`src/rtl/alu_issue_stage_if.sv`:
```
// Signal bundle of the ALU issue stage: instruction handshake, register file reads,
// ALU operand/control drive, ALU result return and register file writeback.
interface alu_issue_stage_if;
    logic [0:31] instr_in;
    logic        instr_valid;
    logic        instr_ready;
    logic        stall_in;
    logic [0:4]  rf_addr_a;
    logic [0:4]  rf_addr_b;
    logic [0:63] rf_data_a;
    logic [0:63] rf_data_b;
    logic [0:63] alu_rA;
    logic [0:63] alu_rB;
    logic [0:5]  alu_Op_code;
    logic [0:5]  alu_R_ins;
    logic [0:1]  alu_WW;
    logic [0:63] alu_result;
    logic        wb_en;
    logic [0:4]  wb_addr;
    logic [0:63] wb_data;

    modport slave (
        input  instr_in, instr_valid, stall_in, rf_data_a, rf_data_b, alu_result,
        output instr_ready, rf_addr_a, rf_addr_b, alu_rA, alu_rB, alu_Op_code,
               alu_R_ins, alu_WW, wb_en, wb_addr, wb_data
    );

    modport master (
        output instr_in, instr_valid, stall_in, rf_data_a, rf_data_b, alu_result,
        input  instr_ready, rf_addr_a, rf_addr_b, alu_rA, alu_rB, alu_Op_code,
               alu_R_ins, alu_WW, wb_en, wb_addr, wb_data
    );
endinterface

```
`src/rtl/alu_issue_stage.sv`:
```
// ID/EX/WB issue stage for a vector ALU; ALU_ISSUE_FWD_EN forwards alu_result instead of stalling on EX hazards.
// Acceptance to wb_en is 2 cycles; stall_in freezes EX/WB, an EX hazard without forwarding drops instr_ready for one cycle.
module alu_issue_stage (
    input  logic             clk,
    input  logic             reset,
    alu_issue_stage_if.slave bus
);
    localparam logic [0:5] OP_R_ALU = 6'b101010;

    logic [0:63] alu_ra_q, alu_ra_d, alu_rb_q, alu_rb_d;
    logic [0:5]  op_q, op_d, rins_q, rins_d;
    logic [0:1]  ww_q, ww_d;
    logic [0:4]  ex_rd_q, ex_rd_d;
    logic        ex_v_q, ex_v_d;
    logic        wb_en_q, wb_en_d;
    logic [0:4]  wb_addr_q, wb_addr_d;
    logic [0:63] wb_data_q, wb_data_d;

    logic [0:5]  id_op, id_rins;
    logic [0:4]  id_rd, id_ra, id_rb;
    logic [0:1]  id_ww;
    logic        ex_writes, haz_a, haz_b, hazard_stall, accept;
    logic [0:63] opnd_a, opnd_b;
    logic        unused_pad;

    assign id_op      = bus.instr_in[0:5];
    assign id_rd      = bus.instr_in[6:10];
    assign id_ra      = bus.instr_in[11:15];
    assign id_rb      = bus.instr_in[16:20];
    assign id_ww      = bus.instr_in[24:25];
    assign id_rins    = bus.instr_in[26:31];
    assign unused_pad = ^bus.instr_in[21:23];

    assign bus.rf_addr_a = id_ra;
    assign bus.rf_addr_b = id_rb;

    // Only an R_ALU with a real R_ins in EX will ever write back.
    assign ex_writes = ex_v_q && (op_q == OP_R_ALU) && (rins_q != 6'b000000);
    assign haz_a     = ex_writes && (ex_rd_q == id_ra);
    assign haz_b     = ex_writes && (ex_rd_q == id_rb);

`ifdef ALU_ISSUE_FWD_EN
    assign hazard_stall = 1'b0;
`else
    assign hazard_stall = haz_a || haz_b;
`endif

    assign bus.instr_ready = !bus.stall_in && !hazard_stall;
    assign accept          = bus.instr_valid && bus.instr_ready;

    // Youngest producer wins: EX (when forwarding) over WB over the register file.
    always_comb begin
        opnd_a = bus.rf_data_a;
        opnd_b = bus.rf_data_b;
        if (wb_en_q && (wb_addr_q == id_ra)) opnd_a = wb_data_q;
        if (wb_en_q && (wb_addr_q == id_rb)) opnd_b = wb_data_q;
`ifdef ALU_ISSUE_FWD_EN
        if (haz_a) opnd_a = bus.alu_result;
        if (haz_b) opnd_b = bus.alu_result;
`endif
    end

    always_comb begin
        ex_v_d    = ex_v_q;
        ex_rd_d   = ex_rd_q;
        op_d      = op_q;
        rins_d    = rins_q;
        ww_d      = ww_q;
        alu_ra_d  = alu_ra_q;
        alu_rb_d  = alu_rb_q;
        wb_en_d   = 1'b0;
        wb_addr_d = wb_addr_q;
        wb_data_d = wb_data_q;
        if (!bus.stall_in) begin
            wb_en_d   = ex_writes;
            wb_addr_d = ex_rd_q;
            wb_data_d = bus.alu_result;
            if (accept) begin
                ex_v_d   = 1'b1;
                ex_rd_d  = id_rd;
                op_d     = id_op;
                rins_d   = id_rins;
                ww_d     = id_ww;
                alu_ra_d = opnd_a;
                alu_rb_d = opnd_b;
            end else begin
                ex_v_d   = 1'b0;
                ex_rd_d  = '0;
                op_d     = '0;
                rins_d   = '0;
                ww_d     = '0;
                alu_ra_d = '0;
                alu_rb_d = '0;
            end
        end
    end

    always_ff @(posedge clk or posedge reset) begin
        if (reset) begin
            ex_v_q    <= 1'b0;
            ex_rd_q   <= '0;
            op_q      <= '0;
            rins_q    <= '0;
            ww_q      <= '0;
            alu_ra_q  <= '0;
            alu_rb_q  <= '0;
            wb_en_q   <= 1'b0;
            wb_addr_q <= '0;
            wb_data_q <= '0;
        end else begin
            ex_v_q    <= ex_v_d;
            ex_rd_q   <= ex_rd_d;
            op_q      <= op_d;
            rins_q    <= rins_d;
            ww_q      <= ww_d;
            alu_ra_q  <= alu_ra_d;
            alu_rb_q  <= alu_rb_d;
            wb_en_q   <= wb_en_d;
            wb_addr_q <= wb_addr_d;
            wb_data_q <= wb_data_d;
        end
    end

    assign bus.alu_rA      = alu_ra_q;
    assign bus.alu_rB      = alu_rb_q;
    assign bus.alu_Op_code = op_q;
    assign bus.alu_R_ins   = rins_q;
    assign bus.alu_WW      = ww_q;
    assign bus.wb_en       = wb_en_q;
    assign bus.wb_addr     = wb_addr_q;
    assign bus.wb_data     = wb_data_q;
endmodule

```
`src/flat_wrapper.sv`:
```
// flat-port wrapper written by rule: the top's interface ports become plain ports
module alu_issue_stage_flat 
  (clk, reset, bus_instr_in, bus_instr_valid, bus_stall_in, bus_rf_data_a, bus_rf_data_b, bus_alu_result, bus_instr_ready, bus_rf_addr_a, bus_rf_addr_b, bus_alu_rA, bus_alu_rB, bus_alu_Op_code, bus_alu_R_ins, bus_alu_WW, bus_wb_en, bus_wb_addr, bus_wb_data);
  alu_issue_stage_if bus_i ();
  input  logic clk;
  input  logic reset;
  input wire logic [$bits(bus_i.instr_in)-1:0] bus_instr_in;
  input wire logic [$bits(bus_i.instr_valid)-1:0] bus_instr_valid;
  input wire logic [$bits(bus_i.stall_in)-1:0] bus_stall_in;
  input wire logic [$bits(bus_i.rf_data_a)-1:0] bus_rf_data_a;
  input wire logic [$bits(bus_i.rf_data_b)-1:0] bus_rf_data_b;
  input wire logic [$bits(bus_i.alu_result)-1:0] bus_alu_result;
  output wire logic [$bits(bus_i.instr_ready)-1:0] bus_instr_ready;
  output wire logic [$bits(bus_i.rf_addr_a)-1:0] bus_rf_addr_a;
  output wire logic [$bits(bus_i.rf_addr_b)-1:0] bus_rf_addr_b;
  output wire logic [$bits(bus_i.alu_rA)-1:0] bus_alu_rA;
  output wire logic [$bits(bus_i.alu_rB)-1:0] bus_alu_rB;
  output wire logic [$bits(bus_i.alu_Op_code)-1:0] bus_alu_Op_code;
  output wire logic [$bits(bus_i.alu_R_ins)-1:0] bus_alu_R_ins;
  output wire logic [$bits(bus_i.alu_WW)-1:0] bus_alu_WW;
  output wire logic [$bits(bus_i.wb_en)-1:0] bus_wb_en;
  output wire logic [$bits(bus_i.wb_addr)-1:0] bus_wb_addr;
  output wire logic [$bits(bus_i.wb_data)-1:0] bus_wb_data;
  assign bus_i.instr_in = bus_instr_in;
  assign bus_i.instr_valid = bus_instr_valid;
  assign bus_i.stall_in = bus_stall_in;
  assign bus_i.rf_data_a = bus_rf_data_a;
  assign bus_i.rf_data_b = bus_rf_data_b;
  assign bus_i.alu_result = bus_alu_result;
  assign bus_instr_ready = bus_i.instr_ready;
  assign bus_rf_addr_a = bus_i.rf_addr_a;
  assign bus_rf_addr_b = bus_i.rf_addr_b;
  assign bus_alu_rA = bus_i.alu_rA;
  assign bus_alu_rB = bus_i.alu_rB;
  assign bus_alu_Op_code = bus_i.alu_Op_code;
  assign bus_alu_R_ins = bus_i.alu_R_ins;
  assign bus_alu_WW = bus_i.alu_WW;
  assign bus_wb_en = bus_i.wb_en;
  assign bus_wb_addr = bus_i.wb_addr;
  assign bus_wb_data = bus_i.wb_data;
  alu_issue_stage u_core (.clk(clk), .reset(reset), .bus(bus_i));
endmodule
```
`config.mk`:
```
export PLATFORM = sky130hd
export DESIGN_NAME = alu_issue_stage_flat
export DESIGN_NICKNAME = d
export VERILOG_FILES = /design/src/rtl/alu_issue_stage_if.sv /design/src/rtl/alu_issue_stage.sv /design/src/flat_wrapper.sv
export SDC_FILE = /design/constraint.sdc
export NUM_CORES = 1
export LEC_CHECK = 0
export CORE_AREA = 2 2 174 176
export CTS_CLUSTER_SIZE = 20
export DETAILED_ROUTE_END_ITERATION = 10
export DIE_AREA = 0 0 176 178
export HOLD_SLACK_MARGIN = 0.12
export PLACE_DENSITY = 0.69
export SKIP_CTS_REPAIR_TIMING = 1
export SYNTH_ARGS = -nofsm -noshare
export SYNTH_HDL_FRONTEND = slang
export SYNTH_SLANG_ARGS = --single-unit
```
`constraint.sdc`:
```
create_clock -name clk -period 10.81 [get_ports clk]
set_clock_uncertainty 0.2 [all_clocks]
set_input_delay 2.162 -clock clk [delete_from_list [all_inputs] [get_ports clk]]
set_output_delay 2.162 -clock clk [all_outputs]
set_load 0.01 [all_outputs]
```
Word-level counts from Yosys, hierarchy flattened
Cells that the tools add are included.
- register bits: 218
- latch bits: 0
- bits in writable memories: 0
- memory bits (read-only): 0
- input port bits: 228
- logic and storage cells: 37
- memories kept: 0
- $add $sub $neg: 0
- $mul: 0
- div/mod/pow operators: 0
- order comparisons: 0
- equality and inequality tests: 5
- shift operators: 0
- multiplexer cells: 10
- bitwise logic cells: 0
- reduce and logical (&&, ||, !) cells: 12
- operators by type and width (kind ; count):
    2-to-1 mux 64 bit ; 4
    == test 5 bit ; 4
    2-to-1 mux 6 bit ; 2
    logical AND 1 bit ; 8
    == test 6 bit (second input constant) ; 1
    nonzero test 6 bit ; 1
    2-to-1 mux 5 bit ; 1
    zero test 1 bit ; 2
    2-to-1 mux 1 bit ; 2
    2-to-1 mux 2 bit ; 1
    logical OR 1 bit ; 1

Logic depth before layout (Yosys ltp)
Gate-level depths: netlist of run 1.
- word-level depth: 9
- mapped depth: 7
- depth with buffers taken out: 5

Least setup slack after synthesis of run 1
OpenSTA, ideal clock, no wires.
- path type: input to output
- start point: input bus_stall_in
- end point: output bus_instr_ready
- arrival: 3.105 ns
- required time: 8.448 ns
- slack: 5.343 ns
- cell stages on the path: 4
- cells stage by stage: clkbuf_1 -> clkbuf_1 -> clkbuf_1 -> nor2_1
- cells in the longest elaborated chain, start to end: 2
- RTL lines (item ; line ; text):
    start: declaration ; flat_wrapper.sv:9 ; input wire logic [$bits(bus_i.stall_in)-1:0] bus_stall_in;
    zero test 1 bit ; alu_issue_stage.sv:48 ; assign bus.instr_ready = !bus.stall_in && !hazard_stall;
    logical AND 1 bit ; alu_issue_stage.sv:48 ;
    end: declaration ; flat_wrapper.sv:13 ; output wire logic [$bits(bus_i.instr_ready)-1:0] bus_instr_ready;
No other way between the ends.

Worst setup path after layout of run 1
- start point: input bus_instr_in[12]
- end point: output bus_instr_ready
- cells in the longest elaborated chain, start to end: 5
- RTL lines (item ; line ; text):
    start: declaration ; flat_wrapper.sv:7 ; input wire logic [$bits(bus_i.instr_in)-1:0] bus_instr_in;
    == test 5 bit ; alu_issue_stage.sv:40 ; assign haz_b = ex_writes && (ex_rd_q == id_rb);
    logical AND 1 bit ; alu_issue_stage.sv:40 ;
    logical OR 1 bit ; alu_issue_stage.sv:45 ; assign hazard_stall = haz_a || haz_b;
    zero test 1 bit ; alu_issue_stage.sv:48 ;
    logical AND 1 bit ; alu_issue_stage.sv:48 ;
No other way between the ends.

==> results of run 1 <==
==> critical path: stages <==
cell and delay [ns]:
clkdlybuf4s50_1 0.55, xor2_1 0.16, nor3_1 0.07, a22oi_1 0.40, nor2_1 0.08, nor2_1 0.10
clkdlybuf4s50_1 0.57
==> path summary, 6_finish.rpt <==
kind	startpoint	depth (start not counted)	end
min	u_core.bus.alu_rA[27]	2	u_core.bus.alu_rA[27]
max	bus_instr_in[12]	7	bus_instr_ready
min in group asynchronous	reset	2	u_core.bus.alu_rA[27]
min reg2reg	u_core.bus.alu_rA[27]	2	u_core.bus.alu_rA[27]
max in group asynchronous	reset	4	u_core.bus.wb_data[53]
max reg2reg	u_core.bus.wb_addr[4]	6	u_core.bus.alu_rA[12]
==> metal layers <==
metal  wire length (um)  global-route usage, %  part of all wire [%]
met2              15600                   33.3                    49
met4                819                   5.44                   2.5
met3               2720                   5.88                   8.5
met5                  0                      0                     0
met1              13000                   24.4                    40
==> kinds of logic after synthesis <==
kind of cell           after synthesis  share of synthesized area [%]
flip-flops                         218                           51.9
AO/OA/AOI/OAI                      151                           15.2
AND/OR/NAND/NOR                    182                           7.20
multiplexers                       197                           19.6
XOR/XNOR                            20                           1.67
buffers and inverters               82                           4.41
==> layout make-up <==
class | count | area (um^2)
fill | 2572 | 13400
timing repair buffer | 454 | 4560
tap | 390 | 488
clock inverter | 10 | 110
inverter | 1 | 11.3
clock buffer | 37 | 773
sequential | 218 | 5460
multi-input combinational | 550 | 4610
==> flip-flops by register name (all words and copies together) (netlist names), 2 cells and up <==
name,cells
u_core.bus.alu_WW,2
u_core.bus.wb_addr,5
u_core.bus.alu_rA,64
u_core.bus.alu_rB,64
u_core.ex_rd_q,5
u_core.bus.alu_Op_code,6
u_core.bus.wb_data,64
u_core.bus.alu_R_ins,6
==> power by group <==
part / total [uW] / switching (uW) / internal, uW
sequential: 945 / 59.4 / 885
combinational: 438 / 181 / 257
clock: 898 / 353 / 545
total: 2280 / 593 / 1690
==> synthesized netlist by cell type <==
| cell | count |
|---|---|
| dfrtp_1 | 218 |
| nand2_1 | 149 |
| mux2i_1 | 128 |
| o31ai_2 | 100 |
| mux2_2 | 69 |
| clkbuf_1 | 43 |
| o31ai_1 | 28 |
| o21ai_1 | 20 |
| nand2b_1 | 19 |
| xor2_1 | 18 |
| buf_2 | 13 |
| buf_4 | 13 |
| buf_6 | 12 |
| nor2_1 | 5 |
| nor4_1 | 3 |
| and3_1 | 2 |
| nor3_1 | 2 |
| xnor2_1 | 2 |
| a22oi_1 | 1 |
| inv_1 | 1 |
| nand3b_1 | 1 |
| o21ai_2 | 1 |
| o31ai_4 | 1 |
| or4_4 | 1 |
==> through the flow <==
step / setup WS (ns) / total power, uW / util [%]
after global placement: 4.36 / 1400 / 51.4
after detailed placement: 4.39 / 1400 / 51.4
final: 4.36 / 2280 / 54.4
after floorplan: 2.48 / 1130 / -
after CTS: 4.37 / 2310 / 54.4
after global routing: 4.24 / 2370 / 54.4
==> impl_metrics.env, run 1 <==
export IMPL_synth_top_cell_area_share_pct=51.9
export IMPL_yosysWarnings=0
export IMPL_dp_cells=1613
export IMPL_relSlewSlack_pct=32.0
export IMPL_final_common_cell="clkdlybuf4s50_1"
export IMPL_final_cells=1660
export IMPL_clk_latency_ns=0.53
export IMPL_grt_pass1_wl_mm=48.4
export IMPL_p_leak_uw=0.00625
export IMPL_peakVddDrop_v=0.000105
export IMPL_synth_net_count=1078
export IMPL_setup_viol=0
export IMPL_cp_arrival_ns=4.09
export IMPL_rsz0062_at_grt="no"
export IMPL_cts_made_buffers=26
export IMPL_track_usage_pct=19.7
export IMPL_outcome="finished, final reports clean"
export IMPL_powerDensity_mw_per_mm2=143
export IMPL_cts_sinks=218
export IMPL_syn_instance_count=850
export IMPL_drc_errors=0
export IMPL_wl_mm=32.2
export IMPL_grt_remaining_overflow=0
export IMPL_hold_viol=0
export IMPL_fin_hold_ws_ns=0.283
export IMPL_std_cell_rows=63
export IMPL_routedWlPerCell_um=19.4
export IMPL_htreeDepth=1
export IMPL_drive_gt1_share_pct=17.8
export IMPL_grt_max_degree=171
export IMPL_maxCapViolations=0
export IMPL_yosys_top_cells_area="dfrtp_1 (52%), mux2i_1 (12%), o31ai_2 (12%), mux2_2 (7.4%), nand2_1 (5.3%)"
export IMPL_clk_pin_slew_ns=0.06
export IMPL_antenna_found_initial=0
export IMPL_diodes=0
export IMPL_startpoint_type="input port"
export IMPL_drtIter0Drc=483
export IMPL_drt_pre_antenna_iters=7
export IMPL_layout_nets=1479
export IMPL_tightestPinTransition_ns=1.02
export IMPL_vias=8009
export IMPL_syn_area_mm2=0.0105
export IMPL_synth_seq_cells=218
export IMPL_max_clock_freq_ghz=0.155
export IMPL_via_per_inst=4.82
export IMPL_synth_seq_area_share_pct=51.9
export IMPL_gp_congestion=0.798
export IMPL_worst_setup_path_type="in -> out"
export IMPL_die_w_um=176
export IMPL_yosysTopAreaCell="dfrtp_1"
export IMPL_maxSlewViolCount=0
export IMPL_pin_count=451
export IMPL_placed_cell_area_mm2=0.0151
export IMPL_worst_setup_path_end_kind="output pin"
export IMPL_fin_crit_sh_pct=59.7
export IMPL_critPathMaxFanout=3
export IMPL_dp_hpwl_mm=21.8
export IMPL_fp_dieArea_mm2=0.0313
export IMPL_cts_buffer_depth=3
export IMPL_syn_to_final_growth_pct=52.3
export IMPL_syn_avg_cell_area_um2=12.4
export IMPL_cts_tree="yes"
export IMPL_core_mm2=0.0294
export IMPL_start_util_pct=35.7
export IMPL_postRouteAntennaNets=0
export IMPL_die_h_um=178
export IMPL_io_buffers=447
export IMPL_layout_cells_most_common_list="clkdlybuf4s50_1 (446), dfrtp_1 (218), nand2_1 (149)"
export IMPL_grt_pass1_vias=8210
export IMPL_hp_class="reg -> reg"
export IMPL_cts_root_buf="clkbuf_16"
export IMPL_reg2reg_slack_ns=7.65
export IMPL_fin_tns_setup_ns=0
export IMPL_stdcell_area_mm2=0.0160
export IMPL_period_needed_ns=6.45
export IMPL_yosysUniqueCellTypes=24
export IMPL_required_ns=8.45
(Power assumes the default switching activity.)
==> run 2, diff against run 1 <==
CORE_AREA = 2 2 178 180   (was 2 2 174 176)
DIE_AREA = 0 0 180 182   (was 0 0 176 178)
clock period = 5.6 ns   (was 10.81 ns; I/O delays follow)
==> impl_metrics.env, run 2 (synthesis results as in run 1) <==
export IMPL_max_clock_freq_ghz=0.230
export IMPL_hold_viol=0
export IMPL_powerDensity_mw_per_mm2=271
export IMPL_pin_count=451
export IMPL_cts_root_buf="clkbuf_16"
export IMPL_core_mm2=0.0310
export IMPL_fin_crit_sh_pct=77.5
export IMPL_start_util_pct=33.9
export IMPL_pre_cts_ws_ns=1.26
export IMPL_clk_pin_slew_ns=0.06
export IMPL_drc_errors=0
export IMPL_htreeDepth=1
export IMPL_fin_hold_ws_ns=0.281
export IMPL_drtIter0Drc=413
export IMPL_final_cells=1672
export IMPL_p_leak_uw=0.00627
export IMPL_outcome="finished, final reports clean"
export IMPL_relSlewSlack_pct=43.9
export IMPL_vias=8149
export IMPL_grt_remaining_overflow=0
export IMPL_fin_tns_setup_ns=0
export IMPL_std_cell_rows=65
export IMPL_layout_nets=1481
export IMPL_dp_hpwl_mm=22.2
export IMPL_die_w_um=180
export IMPL_worst_setup_path_end_kind="output pin"
export IMPL_rsz0062_at_grt="no"
export IMPL_diodes=0
export IMPL_postRouteAntennaNets=0
export IMPL_drt_pre_antenna_iters=4
export IMPL_maxCapViolations=0
export IMPL_n_fill_cell=2765
export IMPL_cts_buffer_depth=3
export IMPL_maxSlewViolCount=0
export IMPL_worst_setup_path_type="in -> out"
export IMPL_wl_mm=32.1
export IMPL_clk_latency_ns=0.52
export IMPL_tightestPinTransition_ns=0.842
export IMPL_grt_max_degree=141
export IMPL_antenna_found_initial=0
export IMPL_track_usage_pct=18.9
export IMPL_fp_dieArea_mm2=0.0328
export IMPL_syn_to_final_growth_pct=52.8
export IMPL_critPathMaxFanout=3
export IMPL_cts_tree="yes"
export IMPL_routedWlPerCell_um=19.2
export IMPL_layout_cells_most_common_list="clkdlybuf4s50_1 (446), dfrtp_1 (218), nand2_1 (149)"
export IMPL_grt_pass1_wl_mm=49.9
export IMPL_cts_sinks=218
export IMPL_required_ns=4.28
export IMPL_startpoint_type="input port"
export IMPL_setup_viol=0
export IMPL_finalWorstSetupSlack_ns=1.26
export IMPL_final_common_cell="clkdlybuf4s50_1"
export IMPL_hp_class="reg -> reg"
export IMPL_period_needed_ns=4.34
export IMPL_dp_cells=1628
export IMPL_grt_pass1_vias=8511
export IMPL_die_h_um=182
export IMPL_via_per_inst=4.87
export IMPL_cts_made_buffers=25
export IMPL_io_buffers=447
export IMPL_cp_arrival_ns=3.02
export IMPL_peakVddDrop_v=0.000213
export IMPL_gp_congestion=0.838
export IMPL_drive_gt1_share_pct=17.8
run 2: cell count changes in the layout (fill, tap and decap cells not counted), sizes merged:
cell / delta
buf: +3
bufinv: +1
clkbuf: -2
inv: -2
run 2: cell type report:
class                      instances  area (um^2)  share of cell area (%)
clock inverter                     9          120                   0.748
tap                              402          503                    3.13
multi-input combinational        550         4610                    28.7
sequential                       218         5460                    34.0
clock buffer                      35          723                    4.50
inverter                           1         7.51                  0.0468
timing repair buffer             457         4640                    28.9
run 2: worst max-delay path, stage by stage:
cell	delay, ns
clkdlybuf4s50_1	0.57
xor2_1	0.16
nor2_1	0.07
a22oi_1	0.36
nor2_1	0.07
nor2_1	0.10
clkdlybuf4s50_1	0.56
run 2: worst paths after layout:
path | start | to | slack (ns) | depth (start not counted)
max reg2reg | u_core.bus.wb_addr[0] | u_core.bus.alu_rB[14] | 2.87 | 6
min | u_core.bus.alu_rB[34] | u_core.bus.alu_rB[34] | 0.28 | 2
min reg2reg | u_core.bus.alu_rB[34] | u_core.bus.alu_rB[34] | 0.28 | 2
max in group asynchronous | reset | u_core.bus.wb_data[40] | 3.46 | 3
min in group asynchronous | reset | u_core.bus.alu_rA[9] | 0.77 | 2
max | bus_instr_in[14] | bus_instr_ready | 1.26 | 7
run 2: routing by layer:
layer	track usage, %	vias to the layer above	part of all wire [%]	routed length [um]
met2	32.0	327	48	15400
met4	6.15	0	2.9	941
met3	5.96	63	8.5	2720
met1	22.9	3930	41	13000
met5	0	-	0	0
li1	-	3829	-	-
run 2: per-stage QoR:
stage | utilization, % | instance area, um^2 | total power [uW]
floorplan | - | 10500 | 2190
global placement | 49.1 | 15200 | 2700
detailed placement | 49.1 | 15200 | 2710
CTS | 51.8 | 16100 | 4420
global route | 51.8 | 16100 | 4550
finish | 51.8 | 16100 | 4360
run 2: power breakdown:
group | internal [uW] | switching [uW] | total, uW
Sequential | 1710 | 115 | 1820
Combinational | 500 | 349 | 849
Clock | 1030 | 655 | 1690
Total | 3240 | 1120 | 4360
